`config.mk`:
```
export PLATFORM = sky130hd
export DESIGN_NAME = pipe_ctrl_flat
export DESIGN_NICKNAME = d
export VERILOG_FILES = /design/src/rtl/pipe_ctrl_pkg.sv /design/src/rtl/pipe_ctrl_if.sv /design/src/rtl/pipe_ctrl.sv /design/src/flat_wrapper.sv
export SDC_FILE = /design/constraint.sdc
export NUM_CORES = 1
export LEC_CHECK = 0
export BUFFER_PORTS_ARGS = -buffer_cell sky130_fd_sc_hd__buf_2
export CORE_AREA = 5 5 42 44
export CTS_BUF_LIST = sky130_fd_sc_hd__clkbuf_4 sky130_fd_sc_hd__clkbuf_8 sky130_fd_sc_hd__clkbuf_16
export DETAILED_ROUTE_END_ITERATION = 8
export DIE_AREA = 0 0 47 49
export PLACE_DENSITY = 0.67
export SYNTH_ARGS = -nofsm -noshare
export SYNTH_HDL_FRONTEND = slang
export SYNTH_SLANG_ARGS = --single-unit
```
`constraint.sdc`:
```
create_clock -name clk -period 2.15 [get_ports clk]
set_clock_uncertainty 0.1 [all_clocks]
set_input_delay 0.1075 -clock clk [delete_from_list [all_inputs] [get_ports clk]]
set_output_delay 0.1075 -clock clk [all_outputs]
set_load 0.02 [all_outputs]
```
`src/rtl/pipe_ctrl_pkg.sv`:
```
// Shared kind codes, stall vectors and FSM encoding for the pipeline stall controller.
package pipe_ctrl_pkg;

  localparam logic [1:0] MC_NONE = 2'd0;
  localparam logic [1:0] MC_ACC  = 2'd1;
  localparam logic [1:0] MC_DIV  = 2'd2;

  // bit0 pc, bit1 if, bit2 id, bit3 ex, bit4 mem, bit5 wb; 1 = hold
  localparam logic [5:0] STALL_NONE    = 6'b000000;
  localparam logic [5:0] STALL_FROM_ID = 6'b000111;
  localparam logic [5:0] STALL_FROM_EX = 6'b001111;

  localparam int CNT_W = 6;

  typedef enum logic [1:0] {
    ST_IDLE     = 2'd0,
    ST_ACC2     = 2'd1,
    ST_DIV_RUN  = 2'd2,
    ST_DIV_DONE = 2'd3
  } state_t;

  function automatic logic [5:0] stall_merge(input logic flush, input logic ex_stall,
                                             input logic id_stall);
    if (flush)         return STALL_NONE;
    else if (ex_stall) return STALL_FROM_EX;
    else if (id_stall) return STALL_FROM_ID;
    else               return STALL_NONE;
  endfunction

endpackage

```
`src/rtl/pipe_ctrl_if.sv`:
```
// Hazard/multi-cycle requests from the pipeline and the stall/divider controls returned to it.
interface pipe_ctrl_if;

  logic       id_stallreq_i;
  logic       ex_mc_req_i;
  logic [1:0] ex_mc_kind_i;
  logic       div_zero_i;
  logic       div_ready_i;
  logic       flush_i;
  logic [5:0] stall_o;
  logic       div_start_o;
  logic       div_annul_o;
  logic       mc_cycle_o;
  logic       div_done_o;
  logic       div_timeout_o;

  modport master (
    output id_stallreq_i, ex_mc_req_i, ex_mc_kind_i, div_zero_i, div_ready_i, flush_i,
    input  stall_o, div_start_o, div_annul_o, mc_cycle_o, div_done_o, div_timeout_o
  );

  modport slave (
    input  id_stallreq_i, ex_mc_req_i, ex_mc_kind_i, div_zero_i, div_ready_i, flush_i,
    output stall_o, div_start_o, div_annul_o, mc_cycle_o, div_done_o, div_timeout_o
  );

endinterface

```
`src/rtl/pipe_ctrl.sv`:
```
// Merges load-use and EX multi-cycle stalls into a per-stage hold vector, sequences the divider.
// Outputs are same-cycle combinational from state and inputs; no backpressure, divide watchdog-bounded.
module pipe_ctrl
  import pipe_ctrl_pkg::*;
#(
  parameter int MAX_DIV_CYCLES = 40
) (
  input  logic     clk,
  input  logic     rst,
  pipe_ctrl_if.slave bus
);

  localparam logic [CNT_W-1:0] CNT_LIMIT = CNT_W'(MAX_DIV_CYCLES - 1);

  state_t           r_state;
  state_t           w_state_nxt;
  logic [CNT_W-1:0] r_cnt;
  logic [CNT_W-1:0] w_cnt_nxt;
  logic             r_timeout;
  logic             w_timeout_nxt;
  logic             w_ex_stall;
  logic             w_start;
  logic             w_annul;
  logic             w_mc;
  logic             w_done;
  logic [5:0]       w_stall;

  always_comb begin
    w_state_nxt   = r_state;
    w_timeout_nxt = r_timeout;
    w_ex_stall    = 1'b0;
    w_start       = 1'b0;
    w_annul       = 1'b0;
    w_mc          = 1'b0;
    w_done        = 1'b0;

    case (r_state)
      ST_IDLE: begin
        if (bus.ex_mc_req_i) begin
          if (bus.ex_mc_kind_i == MC_ACC) begin
            w_state_nxt = ST_ACC2;
            w_ex_stall  = 1'b1;
          end else if (bus.ex_mc_kind_i == MC_DIV && !bus.div_zero_i) begin
            w_state_nxt = ST_DIV_RUN;
            w_start     = 1'b1;
            w_ex_stall  = 1'b1;
          end
        end
      end
      ST_ACC2: begin
        w_mc        = 1'b1;
        w_state_nxt = ST_IDLE;
      end
      ST_DIV_RUN: begin
        w_ex_stall = 1'b1;
        // A result arriving on the last allowed cycle still counts as success.
        if (bus.div_ready_i) begin
          w_state_nxt = ST_DIV_DONE;
        end else if (r_cnt == CNT_LIMIT) begin
          w_state_nxt   = ST_IDLE;
          w_timeout_nxt = 1'b1;
          w_annul       = 1'b1;
        end
      end
      ST_DIV_DONE: begin
        w_done      = 1'b1;
        w_state_nxt = ST_IDLE;
      end
      default: w_state_nxt = ST_IDLE;
    endcase

    if (bus.flush_i) begin
      w_state_nxt   = ST_IDLE;
      w_start       = 1'b0;
      w_annul       = (r_state == ST_DIV_RUN);
      w_timeout_nxt = r_timeout;
    end

    w_cnt_nxt = (r_state == ST_DIV_RUN && w_state_nxt == ST_DIV_RUN) ? r_cnt + 1'b1 : '0;
    w_stall   = stall_merge(bus.flush_i, w_ex_stall, bus.id_stallreq_i);
  end

  always_ff @(posedge clk) begin
    if (!rst) begin
      r_state   <= ST_IDLE;
      r_cnt     <= '0;
      r_timeout <= 1'b0;
    end else begin
      r_state   <= w_state_nxt;
      r_cnt     <= w_cnt_nxt;
      r_timeout <= w_timeout_nxt;
    end
  end

  // Every output is forced low while reset is held, including before the first clock edge.
  assign bus.stall_o       = rst ? w_stall : STALL_NONE;
  assign bus.div_start_o   = rst & w_start;
  assign bus.div_annul_o   = rst & w_annul;
  assign bus.mc_cycle_o    = rst & w_mc;
  assign bus.div_done_o    = rst & w_done;
  assign bus.div_timeout_o = rst & r_timeout;

endmodule

```
`src/flat_wrapper.sv`:
```
// flat-port wrapper written by rule: the top's interface ports become plain ports
module pipe_ctrl_flat import pipe_ctrl_pkg::*;
#(
  parameter int MAX_DIV_CYCLES = 40
)
  (clk, rst, bus_id_stallreq_i, bus_ex_mc_req_i, bus_ex_mc_kind_i, bus_div_zero_i, bus_div_ready_i, bus_flush_i, bus_stall_o, bus_div_start_o, bus_div_annul_o, bus_mc_cycle_o, bus_div_done_o, bus_div_timeout_o);
  pipe_ctrl_if bus_i ();
  input  logic clk;
  input  logic rst;
  input wire logic [$bits(bus_i.id_stallreq_i)-1:0] bus_id_stallreq_i;
  input wire logic [$bits(bus_i.ex_mc_req_i)-1:0] bus_ex_mc_req_i;
  input wire logic [$bits(bus_i.ex_mc_kind_i)-1:0] bus_ex_mc_kind_i;
  input wire logic [$bits(bus_i.div_zero_i)-1:0] bus_div_zero_i;
  input wire logic [$bits(bus_i.div_ready_i)-1:0] bus_div_ready_i;
  input wire logic [$bits(bus_i.flush_i)-1:0] bus_flush_i;
  output wire logic [$bits(bus_i.stall_o)-1:0] bus_stall_o;
  output wire logic [$bits(bus_i.div_start_o)-1:0] bus_div_start_o;
  output wire logic [$bits(bus_i.div_annul_o)-1:0] bus_div_annul_o;
  output wire logic [$bits(bus_i.mc_cycle_o)-1:0] bus_mc_cycle_o;
  output wire logic [$bits(bus_i.div_done_o)-1:0] bus_div_done_o;
  output wire logic [$bits(bus_i.div_timeout_o)-1:0] bus_div_timeout_o;
  assign bus_i.id_stallreq_i = bus_id_stallreq_i;
  assign bus_i.ex_mc_req_i = bus_ex_mc_req_i;
  assign bus_i.ex_mc_kind_i = bus_ex_mc_kind_i;
  assign bus_i.div_zero_i = bus_div_zero_i;
  assign bus_i.div_ready_i = bus_div_ready_i;
  assign bus_i.flush_i = bus_flush_i;
  assign bus_stall_o = bus_i.stall_o;
  assign bus_div_start_o = bus_i.div_start_o;
  assign bus_div_annul_o = bus_i.div_annul_o;
  assign bus_mc_cycle_o = bus_i.mc_cycle_o;
  assign bus_div_done_o = bus_i.div_done_o;
  assign bus_div_timeout_o = bus_i.div_timeout_o;
  pipe_ctrl #(.MAX_DIV_CYCLES(MAX_DIV_CYCLES)) u_core (.clk(clk), .rst(rst), .bus(bus_i));
endmodule
```
---- Word level (Yosys, flattened, before mapping) ----
Index checks and enable logic that the tools add are counted.
operators by class
  $add $sub $neg .......................... 1
  equality and inequality tests ........... 7
  muxes and demuxes ....................... 25
  bitwise logic cells ..................... 7
  reduce and logical (&&, ||, !) cells .... 7
operators by type and width
  cell                                           count
  2-to-1 mux 6 bit                               3
  2-to-1 mux 1 bit                               13
  2-to-1 mux 2 bit                               6
  == test 2 bit, second input constant           4
  adder 6 x 1 -> 6 bit, second input constant    1
  == test 6 bit, second input constant           1
  one-hot mux 2 bit (3 select lines)             1
  AND 1 bit                                      5
  == test 2 x 1 -> 1 bit, second input constant  2
  AND reduction 4 bit                            1
  2-to-1 mux 3 bit                               1
  logical AND 1 bit                              2
  zero test 2 bit                                1
  NOT 1 bit                                      2
  one-hot mux 1 bit (2 select lines)             1
  AND reduction 2 bit                            1
  OR reduction 2 bit                             1
  zero test 1 bit                                1
storage, ports and cells
  flip-flop bits (word level) ............. 9
  word-level logic and storage cells ...... 50

---- Longest topological paths before layout ----
  depth after elaboration ................. 10
  depth in mapped cells ................... 4
  mapped depth without buffers ............ 4

---- Worst setup path after synthesis ----
Ideal clock, no wire load.
  kind .................................... in2out
  start ................................... input bus_ex_mc_kind_i[0]
  end ..................................... output bus_stall_o[1]
  arrival time ............................ 1.210 ns
  data required time ...................... 1.942 ns
  slack ................................... 0.732 ns
  stages .................................. 4
  cells stage by stage .................... nor3b_1 -> o211ai_1 -> a21oi_1 -> buf_4
between the ends
  word-level cells in the longest chain between the ends .. 9
  elaborated cells between the ends (all ways) .. 10
  classes of those cells .................. eq/ne (2); mux (7); reduce/logical (1)
ends and longest elaborated chain
  item                                  line                 RTL
  start: declaration                    flat_wrapper.sv:12   input wire logic [$bits(bus_i.ex_mc_kind_i)-1:0] bus_ex_mc_kind_i;
  == test 2 bit                         pipe_ctrl.sv:43      end else if (bus.ex_mc_kind_i == MC_DIV && !bus.div_zero_i) begin
  logical AND 1 bit                     pipe_ctrl.sv:43
  2-to-1 mux 1 bit                      pipe_ctrl.sv:43
  2-to-1 mux 1 bit *                    pipe_ctrl.sv:40      if (bus.ex_mc_kind_i == MC_ACC) begin
  2-to-1 mux 1 bit *                    pipe_ctrl.sv:39      if (bus.ex_mc_req_i) begin
  one-hot mux 1 bit (2 select lines) *  pipe_ctrl.sv:37      case (r_state)
  2-to-1 mux 6 bit *                    pipe_ctrl_pkg.sv:25  else if (ex_stall) return STALL_FROM_EX;
  2-to-1 mux 6 bit *                    pipe_ctrl_pkg.sv:24  if (flush) return STALL_NONE;
  2-to-1 mux 6 bit *                    pipe_ctrl.sv:96      assign bus.stall_o = rst ? w_stall : STALL_NONE;
  end: declaration                      flat_wrapper.sv:16   output wire logic [$bits(bus_i.stall_o)-1:0] bus_stall_o;
Mark *: on every way between the ends. The rest lies on a longest branch, timed or not.

---- Worst setup path after layout ----
  start ................................... register u_core.r_cnt[3]
  end ..................................... output bus_div_annul_o
between the ends
  word-level cells in the longest chain between the ends .. 6
ends and longest elaborated chain
  item                      line                RTL
  start: declaration        pipe_ctrl.sv:17     logic [CNT_W-1:0] r_cnt;
  start signal: assignment  pipe_ctrl.sv:90     r_cnt <= w_cnt_nxt;
  == test 6 bit             pipe_ctrl.sv:59     end else if (r_cnt == CNT_LIMIT) begin
  2-to-1 mux 1 bit          pipe_ctrl.sv:59
  2-to-1 mux 1 bit          pipe_ctrl.sv:57     if (bus.div_ready_i) begin
  2-to-1 mux 1 bit          pipe_ctrl.sv:37
  2-to-1 mux 1 bit          pipe_ctrl.sv:72     if (bus.flush_i) begin
  AND 1 bit                 pipe_ctrl.sv:98     assign bus.div_annul_o = rst & w_annul;
  end: declaration          flat_wrapper.sv:18  output wire logic [$bits(bus_i.div_annul_o)-1:0] bus_div_annul_o;
Every way passes these cells.

==> flow_metrics.env <==
export IMPL_antenna_found_initial=0
export IMPL_clkLatencyLatePin_ps=260
export IMPL_min_path_type="in2reg"
export IMPL_maxSlewViolCount=0
export IMPL_wl_per_cell_um=10.5
export IMPL_critical_path_required_ps=1940
export IMPL_cts_hold_buf=0
export IMPL_post_cts_resized=0
export IMPL_finalSetupViolations=0
export IMPL_dieHeight_um=49
export IMPL_fin_tns_setup_ps=0
export IMPL_antenna_left=0
export IMPL_cts_sinks=9
export IMPL_hold_viol=0
export IMPL_p_total_mw=0.347
export IMPL_die_w_um=47
export IMPL_cts_tree="done"
export IMPL_pin_count=20
export IMPL_yosysWarningCount=0
export IMPL_area_growth_syn_to_layout_pct=20.8
export IMPL_gp_congestion=0.751
export IMPL_outcome="finished clean"
export IMPL_htree_levels=1
export IMPL_fmax_mhz=636
export IMPL_gr_total_overflow=0
export IMPL_seq_area_frac_synth_pct=36.0
export IMPL_numCtsBuffers=3
export IMPL_finalNonFillerCells=95
export IMPL_synth_top_area_share_pct=36.0
export IMPL_crit_path_end_kind="output port"
export IMPL_cap_violations=0
export IMPL_critical_path_arrival_ps=1370
export IMPL_rsz0062_at_grt="no"
export IMPL_core_um2=1400
export IMPL_placement_io_buffers=17
export IMPL_dr_pass1_iters=4
export IMPL_synth_area_leader_cell="dfxtp_1"
export IMPL_grt_max_degree=10
export IMPL_rows=14
export IMPL_synth_seq_cells=9
export IMPL_grt_usage_pct=9.04
export IMPL_grt_pass1_vias=361
export IMPL_syn_avg_cell_area_um2=8.07
export IMPL_min_period_over_period_pct=73.2
export IMPL_p_leak_nw=0.254
export IMPL_drc=0
export IMPL_fin_crit_ps=1570
export IMPL_synth_distinct_cells=28
export IMPL_synth_area_leaders="dfxtp_1 (36%), a21oi_1 (6.0%), buf_4 (6.0%), nor2_1 (4.5%), nand3_1 (4.0%)"
export IMPL_grt_pass1_wl_um=1500
export IMPL_diodes=0
export IMPL_wirelength_um=993
export IMPL_cts_buffer_depth=2
export IMPL_fp_dieArea_um2=2300
export IMPL_num_vias=468
export IMPL_via_per_inst=4.93
export IMPL_dp_cells=91
export IMPL_cts_root_buf="clkbuf_4"
export IMPL_start_util_pct=35.7
export IMPL_path_class="reg2out"
export IMPL_p_per_area_nw_per_um2=573
export IMPL_fin_nets=90
export IMPL_drive_gt1_share_pct=29.1
export IMPL_drt_iter0_drc=10
export IMPL_postCtsSetupRepairBufs=0
export IMPL_peakVddDrop_uv=334
export IMPL_clkSlewWorstSetupHoldPaths_ps=60
export IMPL_netlist_area_um2=500
export IMPL_syn_inst=62
export IMPL_cp_max_fo=4
export IMPL_critPathLaunchType="flop"
export IMPL_dpl_hpwl_um=794
-- cells in the final DEF (no fill, tap or decap), drive strengths merged --
| master | count |
|---|---|
| a211oi | 1 |
| a21oi | 6 |
| a311o | 1 |
| and2 | 2 |
| and3 | 2 |
| buf | 17 |
| clkbuf | 4 |
| conb | 2 |
| dfxtp | 9 |
| ha | 1 |
| inv | 3 |
| nand2 | 3 |
| nand2b | 2 |
| nand3 | 4 |
| nand3b | 1 |
| nor2 | 6 |
| nor2b | 1 |
| nor3 | 1 |
| nor3b | 2 |
| nor4b | 1 |
| o211ai | 1 |
| o21ai | 2 |
| o21bai | 1 |
| or2 | 2 |
| or3 | 1 |
| xnor2 | 1 |
| xor2 | 2 |
-- kinds of logic (layout without fill, tap and decap cells) --
group           after synthesis  after routing  share of synthesized area (%)
xor+xnor                      3              3                           5.25
other cells                   1              2                          0.749
compound gates               12             12                           14.5
flops                         9              9                           36.0
buf+inv                       8             24                           9.25
fa+ha+maj                     1              1                           2.50
simple gates                 28             28                           31.7
-- Yosys cell counts --
cell and count:
conb_1 1, buf_2 1, nor3_1 1, xnor2_1 1
inv_1 3, and3_1 2, a311o_1 1, buf_4 4
nand3_1 4, or2_0 1, nor2_1 6, and2_1 2
nand2_1 3, xor2_1 2, a211oi_1 1, dfxtp_1 9
nor2b_1 1, nor3b_1 2, o21bai_1 1, ha_1 1
or2_2 1, nand3b_1 1, o21ai_0 2, a21oi_1 6
nor4b_2 1, o211ai_1 1, or3_1 1, nand2b_1 2
-- report_power, final --
| part | switching, mW | internal [mW] | leakage [nW] |
|---|---|---|---|
| registers | 0.00136 | 0.168 | 0.0725 |
| logic | 0.0219 | 0.0135 | 0.163 |
| clock network | 0.0581 | 0.0841 | 0.0184 |
-- layout make-up --
class | instances | area, um^2
clock buffer | 4 | 30.0
sequential | 9 | 180
multi-input combinational | 46 | 278
timing repair buffer | 17 | 85.1
tap | 16 | 20.0
fill | 152 | 797
inverter | 3 | 11.3
-- critical path: stages, from the launching register on --
cell     delay, ps
dfxtp_1        350
nor4b_2        350
a21oi_1        120
nor2_1         110
buf_2          180
-- path summary, 6_finish.rpt --
path	slack (ps)	to	from	cells past startpoint
max	580	bus_div_annul_o	u_core.r_cnt[3]	4
min	30	u_core.r_state[0]	bus_div_ready_i	3
max reg2reg	770	u_core.r_cnt[5]	u_core.r_cnt[0]	4
min reg2reg	350	u_core.r_cnt[0]	u_core.r_cnt[0]	1
-- layer usage --
layer	share of wire, %	track usage, %	vias to the layer above
li1	-	-	243
met1	46	12.6	201
met2	38	11.3	21
met3	13	3.32	3
met4	2.7	5.53	0
met5	0	0	-
-- sequential cells by signal, summed over array words and instances, names as in the netlist --
name              count
u_core.r_state        2
u_core.r_timeout      1
u_core.r_cnt          6
-- through the flow --
stage          cell area, um^2  worst slack [ps]  util (%)  hold slack (ps)
5_1_grt                    604               440      43.1             39.9
3_3_place_gp               574               793      41.0              297
2_1_floorplan              504               732         -              151
4_1_cts                    604               556      43.1             20.6
6_report                   604               577      43.1             26.2
3_5_place_dp               574               761      41.0              303
(Power assumes the default switching activity.)
